===== src/rtl/ram_param.sv =====
// ram_param: parametrised single-port synchronous RAM.
//
// Configurable width, depth and read latency (1 or 2). Same-address
// read+write in one cycle returns the old word (RW_MODE=0) or data_in
// (RW_MODE=1). With CLEAR_ON_RESET=1 every word is zeroed by a sweep of
// DEPTH cycles after reset release. Commands to an address >= DEPTH are
// flagged on addr_err, aligned with where a read result would appear.
//
// Ports:
//   clk        clock, all state changes on posedge
//   reset      asynchronous active-low reset
//   write_enb  write strobe, sampled on posedge
//   read_enb   read strobe, sampled on posedge
//   address    word address for read and write
//   data_in    write data
//   data_out   registered read data, holds between results
//   data_valid one-cycle pulse with each read result
//   ready      1 = accepting commands; 0 during reset and clear sweep
//   addr_err   one-cycle pulse for any command with address >= DEPTH
module ram_param #(
    parameter int DATA_WIDTH     = 8,
    parameter int ADDR_WIDTH     = 5,
    parameter int DEPTH          = 32,
    parameter int RD_LATENCY     = 1,
    parameter int RW_MODE        = 0,
    parameter int CLEAR_ON_RESET = 1
) (
    input  logic                  clk,
    input  logic                  reset,
    input  logic                  write_enb,
    input  logic                  read_enb,
    input  logic [ADDR_WIDTH-1:0] address,
    input  logic [DATA_WIDTH-1:0] data_in,
    output logic [DATA_WIDTH-1:0] data_out,
    output logic                  data_valid,
    output logic                  ready,
    output logic                  addr_err
);

    if (RD_LATENCY != 1 && RD_LATENCY != 2) begin : g_bad_latency
        $error("ram_param: RD_LATENCY must be 1 or 2");
    end
    if (DEPTH < 1 || DEPTH > (1 << ADDR_WIDTH)) begin : g_bad_depth
        $error("ram_param: DEPTH must satisfy 1 <= DEPTH <= 2**ADDR_WIDTH");
    end

    typedef enum logic {
        CLEAR,
        RUN
    } state_t;

    localparam state_t                RESET_STATE = (CLEAR_ON_RESET != 0) ? CLEAR : RUN;
    localparam logic [ADDR_WIDTH:0]   DEPTH_EXT   = (ADDR_WIDTH + 1)'(DEPTH);
    localparam logic [ADDR_WIDTH-1:0] LAST_ADDR   = ADDR_WIDTH'(DEPTH - 1);

    state_t                state;
    state_t                state_next;
    logic [ADDR_WIDTH-1:0] clr_cnt;
    logic [DATA_WIDTH-1:0] mem [DEPTH];

    logic                  in_range;
    logic [DATA_WIDTH-1:0] rd_word;

    // first pipeline stage, loaded on the sampling edge
    logic                  cap_v;
    logic                  cap_e;
    logic [DATA_WIDTH-1:0] cap_d;
    // stage feeding the output registers
    logic                  last_v;
    logic                  last_e;
    logic [DATA_WIDTH-1:0] last_d;

    assign in_range = {1'b0, address} < DEPTH_EXT;

    always_comb begin
        state_next = state;
        if (state == CLEAR && clr_cnt == LAST_ADDR) begin
            state_next = RUN;
        end
    end

    // ready is the registered "in RUN" flag; it also gates command
    // acceptance, so the first edge after reset never takes a command.
    always_ff @(posedge clk or negedge reset) begin
        if (!reset) begin
            state   <= RESET_STATE;
            clr_cnt <= '0;
            ready   <= 1'b0;
        end else begin
            state <= state_next;
            ready <= (state_next == RUN);
            if (state == CLEAR) begin
                clr_cnt <= (clr_cnt == LAST_ADDR) ? '0 : clr_cnt + 1'b1;
            end
        end
    end

    // Memory array has no reset; only the sweep or accepted writes touch it.
    always_ff @(posedge clk) begin
        if (ready) begin
            if (write_enb && in_range) begin
                mem[address] <= data_in;
            end
        end else if (state == CLEAR) begin
            mem[clr_cnt] <= '0;
        end
    end

    always_comb begin
        rd_word = '0;
        if (!in_range) begin
            rd_word = '0;
        end else if (RW_MODE != 0 && write_enb) begin
            rd_word = data_in;
        end else begin
            rd_word = mem[address];
        end
    end

    always_ff @(posedge clk or negedge reset) begin
        if (!reset) begin
            cap_v <= 1'b0;
            cap_e <= 1'b0;
            cap_d <= '0;
        end else begin
            cap_v <= ready && read_enb;
            cap_e <= ready && (read_enb || write_enb) && !in_range;
            if (ready && read_enb) begin
                cap_d <= rd_word;
            end
        end
    end

    if (RD_LATENCY == 2) begin : g_lat2
        always_ff @(posedge clk or negedge reset) begin
            if (!reset) begin
                last_v <= 1'b0;
                last_e <= 1'b0;
                last_d <= '0;
            end else begin
                last_v <= cap_v;
                last_e <= cap_e;
                last_d <= cap_d;
            end
        end
    end else begin : g_lat1
        assign last_v = cap_v;
        assign last_e = cap_e;
        assign last_d = cap_d;
    end

    always_ff @(posedge clk or negedge reset) begin
        if (!reset) begin
            data_out   <= '0;
            data_valid <= 1'b0;
            addr_err   <= 1'b0;
        end else begin
            data_valid <= last_v;
            addr_err   <= last_e;
            if (last_v) begin
                data_out <= last_d;
            end
        end
    end

endmodule


===== config.mk =====
export PLATFORM = sky130hd
export DESIGN_NAME = ram_param
export DESIGN_NICKNAME = d
export VERILOG_FILES = /design/src/rtl/ram_param.sv
export SDC_FILE = /design/constraint.sdc
export NUM_CORES = 1
export LEC_CHECK = 0
export CORE_ASPECT_RATIO = 0.6
export CORE_MARGIN = 10
export CORE_UTILIZATION = 60
export DETAILED_ROUTE_END_ITERATION = 16
export GPL_TIMING_DRIVEN = 0
export PLACE_DENSITY = 0.78
export SKIP_LAST_GASP = 1
export SLEW_MARGIN = 40
export SYNTH_ARGS = -nofsm -noshare
export SYNTH_HDL_FRONTEND = slang
export SYNTH_SLANG_ARGS = --single-unit

===== constraint.sdc =====
create_clock -name clk -period 2.9 [get_ports clk]
set_input_delay 0.58 -clock clk [delete_from_list [all_inputs] [get_ports clk]]
set_output_delay 0.58 -clock clk [all_outputs]
set_load 0.005 [all_outputs]

==> flow_results.xml, run 1 <==
<?xml version="1.0" encoding="UTF-8"?>
<metrics>
  <group name="layout">
    <metric name="multi_input_comb_area" unit="sq um">2729</metric>
    <metric name="area_growth_syn_to_layout" unit="%">12.42</metric>
    <metric name="num-nets-final" unit="">722</metric>
    <metric name="postLayoutCoreUtil" unit="">0.6936</metric>
    <metric name="final-seq-area" unit="sq um">8288</metric>
    <metric name="filler_cell_count" unit="">1156</metric>
    <metric name="layout-drive-gt1-share" unit="">0.1401</metric>
    <metric name="ant_cells" unit="">0</metric>
  </group>
  <group name="yosys">
    <metric name="ys_ff_latch" unit="">280</metric>
    <metric name="synth.top_cell.area_share" unit="">0.6842</metric>
    <metric name="synthesis.area_per_instance" unit="sq um">17.23</metric>
    <metric name="synth_top_cell_by_area" unit="">edfxtp_1</metric>
    <metric name="syn-cell-area" unit="sq um">11240</metric>
    <metric name="synthTopCellsByArea" unit="">edfxtp_1 68%, mux2i_1 12%, dfrtp_1 5.3%, a22oi_1 2.1%, nor2_1 1.3%</metric>
    <metric name="synth_edf_count" unit="">256</metric>
    <metric name="netlist_instances" unit="">652</metric>
    <metric name="post_synth_most_frequent_cells" unit="">256 x edfxtp_1, 131 x mux2i_1, 39 x nor2_1, 32 x a22oi_1, 24 x dfrtp_1</metric>
    <metric name="asyncSetResetFlopFracSynth" unit="">0.08571</metric>
    <metric name="yosys_warnings" unit="">0</metric>
    <metric name="synthFlopType" unit="">edfxtp_1</metric>
    <metric name="ys_seq_area_frac" unit="">0.7376</metric>
    <metric name="synth_most_common_cell" unit="">edfxtp_1</metric>
    <metric name="number_of_distinct_library_cell_variants_in_the_gate_level_netlist_after_synthesis" unit="">35</metric>
    <metric name="synth.net_count" unit="">671</metric>
  </group>
  <group name="sta">
    <metric name="final-setup-viol-count" unit="">0</metric>
    <metric name="report.final.hold_viol_count" unit="">0</metric>
    <metric name="timing.final.max_slew_violations" unit="">0</metric>
    <metric name="fin_crit" unit="ns">2.796</metric>
    <metric name="max_freq" unit="MHz">357.7</metric>
    <metric name="hold_ws" unit="ns">0.02913</metric>
    <metric name="post-route-period-util" unit="">0.9640</metric>
    <metric name="rsz0062_at_grt" unit="">false</metric>
    <metric name="worst_pin_slew" unit="ns">0.8652</metric>
    <metric name="timing.slew.headroom" unit="">0.4211</metric>
    <metric name="finClkSkew" unit="ns">0.01842</metric>
  </group>
  <group name="worst_setup_path">
    <metric name="cpPeakStageDelay" unit="ns">0.67</metric>
    <metric name="cp-start-kind" unit="">input pin</metric>
    <metric name="critical_path_buf_inv_count" unit="">4</metric>
    <metric name="critical_path.top_delay_family" unit="">buffers and inverters</metric>
    <metric name="crit_path_cell_trace" unit="">clkdlybuf4s50_1 -&gt; and2_1 -&gt; buf_2 -&gt; buf_6 -&gt; clkbuf_1 -&gt; a22oi_1 -&gt; a21oi_1 -&gt; o41ai_2</metric>
    <metric name="critical_path_arrival" unit="ns">3.18</metric>
    <metric name="worst_ep_required_time" unit="ns">3.28</metric>
    <metric name="timing_worst_setup_path_type" unit="">in2reg</metric>
    <metric name="setup.worst_path.end_class" unit="">register</metric>
    <metric name="critical_path_peak_fanout" unit="">10</metric>
    <metric name="cell_with_the_largest_stage_delay_on_the_worst_path" unit="">clkdlybuf4s50_1</metric>
  </group>
  <group name="run_status">
    <metric name="status" unit="">finished, final reports clean</metric>
  </group>
  <group name="global_route">
    <metric name="antenna_violations_before_repair" unit="">0</metric>
    <metric name="grt_overflow" unit="">0</metric>
    <metric name="maximum_number_of_pins_on_one_net_before_global_route_repair" unit="">33</metric>
    <metric name="globalRouteTotalUtil" unit="">0.2040</metric>
    <metric name="grt_pass1_vias" unit="">6006</metric>
    <metric name="grt_first_pass_wirelength" unit="um">38250</metric>
  </group>
  <group name="clock_tree">
    <metric name="cts_resized" unit="">0</metric>
    <metric name="postCtsSetupBuffers" unit="">0</metric>
    <metric name="root_buffer" unit="">clkbuf_16</metric>
    <metric name="cts.sinks" unit="">280</metric>
    <metric name="tritoncts" unit="">yes</metric>
    <metric name="bufs_on_longest_clock_path" unit="">3</metric>
    <metric name="htree_num_levels" unit="">1</metric>
    <metric name="worstSkewPairLatency" unit="ns">0.52</metric>
    <metric name="post_cts_hold_buffer_count" unit="">0</metric>
    <metric name="cts-buffers-inserted" unit="">24</metric>
    <metric name="clkSlewWorstSetupHoldPaths" unit="ns">0.07</metric>
  </group>
  <group name="route">
    <metric name="vias_per_cell" unit="">6.593</metric>
    <metric name="antenna_violating_nets_post_route" unit="">0</metric>
    <metric name="dr.pass1.iters" unit="">6</metric>
    <metric name="routed_wl" unit="um">26280</metric>
    <metric name="first_iter_violations" unit="">810</metric>
    <metric name="detail_route.drc_violations" unit="">0</metric>
    <metric name="dr_total_vias" unit="">6336</metric>
    <metric name="average_detailed_routed_wire_length_per_instance" unit="um">27.35</metric>
  </group>
  <group name="place">
    <metric name="io_buffers" unit="">25</metric>
    <metric name="place.detailed.hpwl" unit="um">17240</metric>
    <metric name="place.gp.congestion" unit="">0.8831</metric>
  </group>
  <group name="die">
    <metric name="dieWidth" unit="um">196.7</metric>
    <metric name="coreArea" unit="sq um">18210</metric>
    <metric name="design.die.area" unit="sq um">24780</metric>
    <metric name="die-height" unit="um">126</metric>
    <metric name="starting_density" unit="">0.6170</metric>
    <metric name="floorplan.rows" unit="">38</metric>
    <metric name="boundaryPins" unit="">28</metric>
  </group>
  <group name="power">
    <metric name="power_leakage" unit="nW">4.465</metric>
    <metric name="pwr_density_cell" unit="nW/um^2">655.5</metric>
    <metric name="maximum_vdd_drop" unit="mV">0.4345</metric>
  </group>
  <group name="worst_hold_path">
    <metric name="min_path_type" unit="">in2async</metric>
  </group>
  <group name="flow_run">
    <metric name="timing.max_cap.violations" unit="">0</metric>
  </group>
</metrics>
==> through the flow <==
step                area [sq um]  setup WS [ns]  TNS, ns  instances  power (W)
global route               12630        0.09755        0        961   0.008489
CTS                        12610        0.05817        0        961   0.008267
finish                     12630         0.1043        0        961   0.008279
detailed placement         11810        -0.4271   -7.319        917   0.005093
global placement           11790        -0.2999   -5.197        917   0.005073
floorplan                  11240         0.6514        0        652   0.004864
==> registers in the layout, summed over array words and instances (netlist names) <==
register and count:
mem 256, cap_d 8, data_out 8, clr_cnt 5, cap_v 1, data_valid 1
state 1
==> metal layers <==
layer | wire [um] | GRT usage | vias up
met1 | 11280 | 0.3083 | 3208
met4 | 693 | 0.04660 | 0
met5 | 0 | 0 | -
li1 | - | - | 2688
met3 | 2748 | 0.04213 | 72
met2 | 11560 | 0.2980 | 368
==> layout make-up <==
class / count / share of cell area
inverters: 1 / 0.0002972
flip-flops and latches: 280 / 0.6562
clock inverters: 11 / 0.01040
repair buffers: 25 / 0.01942
plain buffers: 37 / 0.02120
multi-input cells: 334 / 0.2160
well taps: 240 / 0.02377
clock buffers: 33 / 0.05270
==> cells by family (layout without fill, tap and decap cells) <==
| group | count (synthesis) | after routing | share of synthesized area |
|---|---|---|---|
| DFF | 280 | 280 | 0.7376 |
| muxes | 142 | 142 | 0.1277 |
| other | 1 | 1 | 0.0003338 |
| and+or+nand+nor | 84 | 84 | 0.03396 |
| AOI/OAI and AO/OA | 105 | 105 | 0.07405 |
| adders and majority gates | 2 | 2 | 0.002227 |
| buffers and inverters | 38 | 107 | 0.02405 |
==> path summary, 6_finish.rpt <==
path                                  from         end  slack (ns)  depth (start not counted)
worst min register to register       cap_v  data_valid        0.38                          0
worst max register to register       state   mem[3][4]        0.33                          4
min in group clk                     cap_v  data_valid        0.38                          0
max in group asynchronous            reset  clr_cnt[2]        2.50                          1
worst min-delay path                 reset  data_valid        0.03                          1
worst max-delay path            address[1]    cap_d[3]        0.10                          8
==> where the power goes <==
group,switching (W),internal (W)
clock network,0.00138,0.00188
registers,0.0000217,0.00445
logic,0.000336,0.000212
==> cells in the final DEF (no fill, tap or decap), drive strengths merged, types with 3 or more instances in the layout <==
cell	count
mux2	11
clkdlybuf4s50	24
clkinv	8
a22o	16
o41ai	8
nor2	39
a21oi	18
nand2	17
buf	26
o22ai	8
bufinv	3
and2	9
a221oi	16
nor2b	4
o21ai	4
nand2b	3
dfrtp	24
a22oi	32
nand3	3
clkbuf	45
mux2i	131
edfxtp	256
No activity file was read; power rests on OpenSTA's default activity.
==> inputs of run 2 (changes only) <==
Clock period 2.9 ns to 3.4 ns, I/O delays scaled along.
==> run 2 against run 1 <==
  * Flip-flop and latch count stayed put
  * Critical path depth shrank 1
  * Register-to-register slack improved by 0.49 ns
  * Critical path type unchanged
  * Highest routed layer unchanged
==> flow_results.xml, run 2 (synthesis gave the netlist of run 1 again) <==
<?xml version="1.0" encoding="UTF-8"?>
<metrics>
  <group name="run_status">
    <metric name="status" unit="">finished, final reports clean</metric>
  </group>
  <group name="layout">
    <metric name="finish.instance_area" unit="sq um">12630</metric>
    <metric name="final-instance-count-excl-fill" unit="">961</metric>
    <metric name="num-nets-final" unit="">722</metric>
    <metric name="layout-drive-gt1-share" unit="">0.1387</metric>
    <metric name="max_ffs_per_register" unit="">256</metric>
    <metric name="biggestRegsByFlops" unit="">mem x256, cap_d x8, data_out x8</metric>
    <metric name="postLayoutCoreUtil" unit="">0.6936</metric>
    <metric name="largest_register" unit="">mem</metric>
    <metric name="ant_cells" unit="">0</metric>
    <metric name="area_growth_syn_to_layout" unit="%">12.41</metric>
    <metric name="filler_cell_count" unit="">1154</metric>
    <metric name="layout_common_cells" unit="">256 x edfxtp_1, 131 x mux2i_1, 32 x nor2_1, 32 x a22oi_1, 25 x clkbuf_16</metric>
    <metric name="layout_commonest_cell" unit="">edfxtp_1</metric>
  </group>
  <group name="die">
    <metric name="design.die.area" unit="sq um">24780</metric>
    <metric name="starting_density" unit="">0.6170</metric>
    <metric name="dieWidth" unit="um">196.7</metric>
    <metric name="floorplan.rows" unit="">38</metric>
    <metric name="boundaryPins" unit="">28</metric>
    <metric name="coreArea" unit="sq um">18210</metric>
    <metric name="die-height" unit="um">126</metric>
  </group>
  <group name="flow_run">
    <metric name="timing.max_cap.violations" unit="">0</metric>
  </group>
  <group name="global_route">
    <metric name="maximum_number_of_pins_on_one_net_before_global_route_repair" unit="">33</metric>
    <metric name="globalRouteTotalUtil" unit="">0.2040</metric>
    <metric name="grt_overflow" unit="">0</metric>
    <metric name="antenna_violations_before_repair" unit="">0</metric>
    <metric name="grt_first_pass_wirelength" unit="um">38250</metric>
    <metric name="grt_pass1_vias" unit="">6006</metric>
  </group>
  <group name="route">
    <metric name="antenna_violating_nets_post_route" unit="">0</metric>
    <metric name="routed_wl" unit="um">26300</metric>
    <metric name="dr.pass1.iters" unit="">6</metric>
    <metric name="vias_per_cell" unit="">6.605</metric>
    <metric name="average_detailed_routed_wire_length_per_instance" unit="um">27.37</metric>
    <metric name="detail_route.drc_violations" unit="">0</metric>
    <metric name="first_iter_violations" unit="">781</metric>
    <metric name="dr_total_vias" unit="">6347</metric>
  </group>
  <group name="sta">
    <metric name="rsz0062_at_grt" unit="">false</metric>
    <metric name="report.final.hold_viol_count" unit="">0</metric>
    <metric name="final-setup-viol-count" unit="">0</metric>
    <metric name="timing.final.max_slew_violations" unit="">0</metric>
    <metric name="timing.slew.headroom" unit="">0.4214</metric>
    <metric name="fin_crit" unit="ns">3.088</metric>
    <metric name="tns" unit="ns">0</metric>
    <metric name="max_freq" unit="MHz">323.8</metric>
    <metric name="post-route-period-util" unit="">0.9083</metric>
    <metric name="finalWorstSetupSlack" unit="ns">0.3117</metric>
    <metric name="finClkSkew" unit="ns">0.01646</metric>
    <metric name="worst_pin_slew" unit="ns">0.8647</metric>
  </group>
  <group name="worst_setup_path">
    <metric name="cpPeakStageDelay" unit="ns">0.60</metric>
    <metric name="critical_path_peak_fanout" unit="">10</metric>
    <metric name="cell_with_the_largest_stage_delay_on_the_worst_path" unit="">buf_1</metric>
    <metric name="worst_ep_required_time" unit="ns">3.79</metric>
    <metric name="timing_worst_setup_path_type" unit="">in2reg</metric>
    <metric name="critical_path_arrival" unit="ns">3.48</metric>
    <metric name="timing.reg2reg.setup_slack" unit="ns">0.82</metric>
    <metric name="cp-start-kind" unit="">input pin</metric>
    <metric name="setup.worst_path.end_class" unit="">register</metric>
    <metric name="crit_path_cell_trace" unit="">clkdlybuf4s50_1 -&gt; nor2_1 -&gt; buf_2 -&gt; buf_1 -&gt; a22oi_1 -&gt; a21oi_1 -&gt; o41ai_2</metric>
  </group>
  <group name="power">
    <metric name="cell_internal_pwr" unit="W">0.005580</metric>
    <metric name="pwr_density_cell" unit="nW/um^2">558.8</metric>
    <metric name="total_switching_power" unit="W">0.001478</metric>
    <metric name="seq_power_share" unit="">0.541</metric>
    <metric name="maximum_vdd_drop" unit="mV">0.3709</metric>
    <metric name="clock_power_share" unit="">0.393</metric>
    <metric name="power.share.switching" unit="">0.2094</metric>
    <metric name="share_comb_of_total_power" unit="">0.066</metric>
    <metric name="power_leakage" unit="nW">4.461</metric>
  </group>
  <group name="clock_tree">
    <metric name="postCtsSetupBuffers" unit="">0</metric>
    <metric name="worstSkewPairLatency" unit="ns">0.52</metric>
    <metric name="root_buffer" unit="">clkbuf_16</metric>
    <metric name="cts-buffers-inserted" unit="">24</metric>
    <metric name="htree_num_levels" unit="">1</metric>
    <metric name="tritoncts" unit="">yes</metric>
    <metric name="clkSlewWorstSetupHoldPaths" unit="ns">0.07</metric>
    <metric name="cts_resized" unit="">0</metric>
    <metric name="bufs_on_longest_clock_path" unit="">3</metric>
    <metric name="cts.sinks" unit="">280</metric>
    <metric name="post_cts_hold_buffer_count" unit="">0</metric>
  </group>
  <group name="place">
    <metric name="place.gp.congestion" unit="">0.8831</metric>
    <metric name="pre_cts_ws" unit="ns">-0.02706</metric>
    <metric name="io_buffers" unit="">25</metric>
    <metric name="place.detailed.hpwl" unit="um">17240</metric>
    <metric name="dp.cells" unit="">917</metric>
    <metric name="placed_cell_area" unit="sq um">11810</metric>
  </group>
  <group name="worst_hold_path">
    <metric name="min_path_type" unit="">in2async</metric>
  </group>
</metrics>
## run 2: cell types whose count changed in the layout (fill, tap and decap cells not counted), sizes merged
cell | before | now
buf | 26 | 27
clkbuf | 45 | 44
## run 2: critical path: cells and delay by family
family	cells	cell delay (ns)
compound gates	3	0.81
simple gates	1	0.41
buf+inv	3	1.56
## run 2: per-stage QoR
step / hold slack (ns) / total power (W)
after global routing: 0.1699 / 0.007240
after global placement: 0.3603 / 0.004327
after floorplan: 0.3519 / 0.004149
final: 0.1341 / 0.007058
after detailed placement: 0.3608 / 0.004344
after CTS: 0.1450 / 0.007051
## run 2: path summary, 6_finish.rpt
| path | depth (start not counted) | start | to |
|---|---|---|---|
| worst max-delay path | 7 | address[1] | cap_d[6] |
| worst min-delay path | 1 | reset | cap_v |
| worst max register to register | 4 | state | mem[3][4] |
| worst min register to register | 0 | cap_v | data_valid |
| max in group asynchronous | 1 | reset | clr_cnt[2] |
| min in group clk | 0 | cap_v | data_valid |
## run 2: cell type report
| cell class | count | area (sq um) | area share |
|---|---|---|---|
| sequential | 280 | 8288 | 0.6562 |
| multi-input combinational | 334 | 2729 | 0.2161 |
| clock buffer | 33 | 665.6 | 0.05270 |
| tap | 240 | 300.3 | 0.02378 |
| buffer | 37 | 266.5 | 0.02110 |
| timing repair buffer | 25 | 245.2 | 0.01942 |
| clock inverter | 11 | 131.4 | 0.01040 |
| inverter | 1 | 3.754 | 0.0002972 |
## run 2: layer usage
layer,up-vias,part of all wire,track usage
met5,-,0,0
met4,0,0.021,0.04660
met1,3241,0.43,0.3083
li1,2686,-,-
met3,59,0.10,0.04213
met2,361,0.45,0.2980
## run 2: power groups by stage
stage / sequential (W) / combinational [W] / clock, W
floorplan: 0.00389 / 0.000263 / 0
global placement: 0.00389 / 0.000438 / 0
detailed placement: 0.00389 / 0.000455 / 0
CTS: 0.00382 / 0.000459 / 0.00278
global route: 0.00382 / 0.000488 / 0.00294
finish: 0.00382 / 0.000468 / 0.00277
==> inputs of run 3 (changes only) <==
Settings changed: HOLD_SLACK_MARGIN from default to 0.05.
Clock period 3.4 ns to 3.04 ns, I/O delays scaled along.
==> run 3 against run 2 <==
  * Routed wire length barely moved
  * Sequential share of layout area barely moved
  * Clock power rose by 12%
  * Sequential power rose by 12%
  * Flip-flop and latch count did not move
  * Clock-buffer cell count did not move
  * Core utilization barely moved
  * Power rose by 12%
  * Register-to-register slack got worse by 0.32 ns
  * Combinational power rose by 12%
  * Die area did not move
  * Final area barely moved
==> flow_results.xml, run 3 (synthesis gave the netlist of run 1 again) <==
<?xml version="1.0" encoding="UTF-8"?>
<metrics>
  <group name="worst_setup_path">
    <metric name="timing_worst_setup_path_type" unit="">in2reg</metric>
    <metric name="timing.reg2reg.setup_slack" unit="ns">0.50</metric>
    <metric name="regToRegStartpoint" unit="">state</metric>
    <metric name="ff2ff_path_depth" unit="">4</metric>
    <metric name="cp-start-kind" unit="">input pin</metric>
    <metric name="critical_path_arrival" unit="ns">3.22</metric>
    <metric name="worst_r2r_endpoint" unit="">mem[0][2]</metric>
    <metric name="worst_ep_required_time" unit="ns">3.42</metric>
    <metric name="setup.worst_path.end_class" unit="">register</metric>
    <metric name="critical_path_peak_fanout" unit="">10</metric>
  </group>
  <group name="flow_run">
    <metric name="timing.max_cap.violations" unit="">0</metric>
  </group>
  <group name="clock_tree">
    <metric name="cts_resized" unit="">0</metric>
    <metric name="postCtsSetupBuffers" unit="">0</metric>
    <metric name="cts-buffers-inserted" unit="">24</metric>
    <metric name="cts.sinks" unit="">280</metric>
    <metric name="htree_num_levels" unit="">1</metric>
    <metric name="tritoncts" unit="">yes</metric>
    <metric name="root_buffer" unit="">clkbuf_16</metric>
    <metric name="worstSkewPairLatency" unit="ns">0.52</metric>
    <metric name="post_cts_hold_buffer_count" unit="">0</metric>
    <metric name="clkSlewWorstSetupHoldPaths" unit="ns">0.07</metric>
    <metric name="bufs_on_longest_clock_path" unit="">3</metric>
  </group>
  <group name="die">
    <metric name="die-height" unit="um">126</metric>
    <metric name="boundaryPins" unit="">28</metric>
    <metric name="design.die.area" unit="sq um">24780</metric>
    <metric name="dieWidth" unit="um">196.7</metric>
    <metric name="coreArea" unit="sq um">18210</metric>
    <metric name="floorplan.rows" unit="">38</metric>
    <metric name="starting_density" unit="">0.6170</metric>
  </group>
  <group name="sta">
    <metric name="post-route-period-util" unit="">0.9346</metric>
    <metric name="max_freq" unit="MHz">352.0</metric>
    <metric name="timing.slew.headroom" unit="">0.4270</metric>
    <metric name="rsz0062_at_grt" unit="">false</metric>
    <metric name="fin_crit" unit="ns">2.841</metric>
    <metric name="worst_pin_slew" unit="ns">0.8563</metric>
    <metric name="final-setup-viol-count" unit="">0</metric>
    <metric name="report.final.hold_viol_count" unit="">0</metric>
    <metric name="finClkSkew" unit="ns">0.01631</metric>
    <metric name="tns" unit="ns">0</metric>
    <metric name="timing.final.max_slew_violations" unit="">0</metric>
  </group>
  <group name="route">
    <metric name="dr_total_vias" unit="">6338</metric>
    <metric name="vias_per_cell" unit="">6.595</metric>
    <metric name="detail_route.drc_violations" unit="">0</metric>
    <metric name="dr.pass1.iters" unit="">7</metric>
    <metric name="routed_wl" unit="um">26310</metric>
    <metric name="average_detailed_routed_wire_length_per_instance" unit="um">27.38</metric>
    <metric name="antenna_violating_nets_post_route" unit="">0</metric>
    <metric name="first_iter_violations" unit="">811</metric>
  </group>
  <group name="place">
    <metric name="place.detailed.hpwl" unit="um">17240</metric>
    <metric name="place.gp.congestion" unit="">0.8831</metric>
    <metric name="io_buffers" unit="">25</metric>
    <metric name="dp.cells" unit="">917</metric>
  </group>
  <group name="worst_hold_path">
    <metric name="min_path_type" unit="">in2async</metric>
  </group>
  <group name="global_route">
    <metric name="maximum_number_of_pins_on_one_net_before_global_route_repair" unit="">33</metric>
    <metric name="globalRouteTotalUtil" unit="">0.2040</metric>
    <metric name="grt_pass1_vias" unit="">6006</metric>
    <metric name="grt_first_pass_wirelength" unit="um">38250</metric>
    <metric name="antenna_violations_before_repair" unit="">0</metric>
    <metric name="grt_overflow" unit="">0</metric>
  </group>
  <group name="layout">
    <metric name="area_growth_syn_to_layout" unit="%">12.39</metric>
    <metric name="layout_commonest_cell" unit="">edfxtp_1</metric>
    <metric name="final-instance-count-excl-fill" unit="">961</metric>
    <metric name="layout-drive-gt1-share" unit="">0.1389</metric>
    <metric name="biggestRegsByFlops" unit="">mem x256, cap_d x8, data_out x8</metric>
    <metric name="num-nets-final" unit="">721</metric>
    <metric name="max_ffs_per_register" unit="">256</metric>
    <metric name="layout_common_cells" unit="">256 x edfxtp_1, 131 x mux2i_1, 32 x nor2_1, 32 x a22oi_1, 25 x clkbuf_16</metric>
    <metric name="largest_register" unit="">mem</metric>
  </group>
  <group name="power">
    <metric name="maximum_vdd_drop" unit="mV">0.4144</metric>
    <metric name="power_leakage" unit="nW">4.460</metric>
    <metric name="pwr_density_cell" unit="nW/um^2">625.3</metric>
  </group>
  <group name="run_status">
    <metric name="status" unit="">finished, final reports clean</metric>
  </group>
</metrics>
run 3: through the flow:
stage          hold slack [ns]  power, W  utilization  instance area, sq um  setup WS (ns)
6_report               0.06178  0.007896       0.6935                 12630         0.1989
5_1_grt                0.09792  0.008097       0.6933                 12630         0.1867
4_1_cts                0.07304  0.007886       0.6924                 12610         0.1702
3_5_place_dp            0.3608  0.004858       0.6486                 11810        -0.3151
3_3_place_gp            0.3603  0.004840       0.6472                 11790        -0.1879
2_1_floorplan           0.3124  0.004640            -                 11240         0.7634
run 3: area by class of cell:
type	count	area, sq um
fillers	1157	5582
clock inverters	11	131.4
repair buffers	25	245.2
multi-input cells	334	2729
flip-flops and latches	280	8288
well taps	240	300.3
plain buffers	36	262.8
diodes	1	2.502
clock buffers	33	665.6
inverters	1	3.754
run 3: metal layers:
| layer | GRT usage | up-vias | routed length (um) |
|---|---|---|---|
| met5 | 0 | - | 0 |
| met4 | 0.04660 | 0 | 655 |
| met3 | 0.04213 | 63 | 2649 |
| met2 | 0.2980 | 367 | 11710 |
| met1 | 0.3083 | 3220 | 11300 |
| li1 | - | 2688 | - |
run 3: worst max path at each step:
stage / startpoint / to / slack, ns / depth (start not counted)
after detailed placement: address[1] / cap_d[3] / -0.32 / 7
final: address[1] / cap_d[3] / 0.20 / 7
after global routing: address[1] / cap_d[3] / 0.19 / 7
after CTS: address[1] / cap_d[6] / 0.17 / 7
after floorplan: address[0] / mem[11][0] / 0.76 / 6
after global placement: address[1] / cap_d[0] / -0.19 / 7
run 3: power by group:
group	internal [W]	total [W]	switching (W)
Sequential	0.00425	0.00427	0.0000207
Combinational	0.000202	0.000523	0.000321
Clock	0.00179	0.00311	0.00131
Total	0.00624	0.00790	0.00166
run 3: worst max-delay path, cell delays in order:
cell and delay [ns]:
clkdlybuf4s50_1 0.59, nor2b_1 0.48, buf_2 0.40, buf_2 0.36, a22oi_1 0.17, a21oi_1 0.48, o41ai_2 0.13
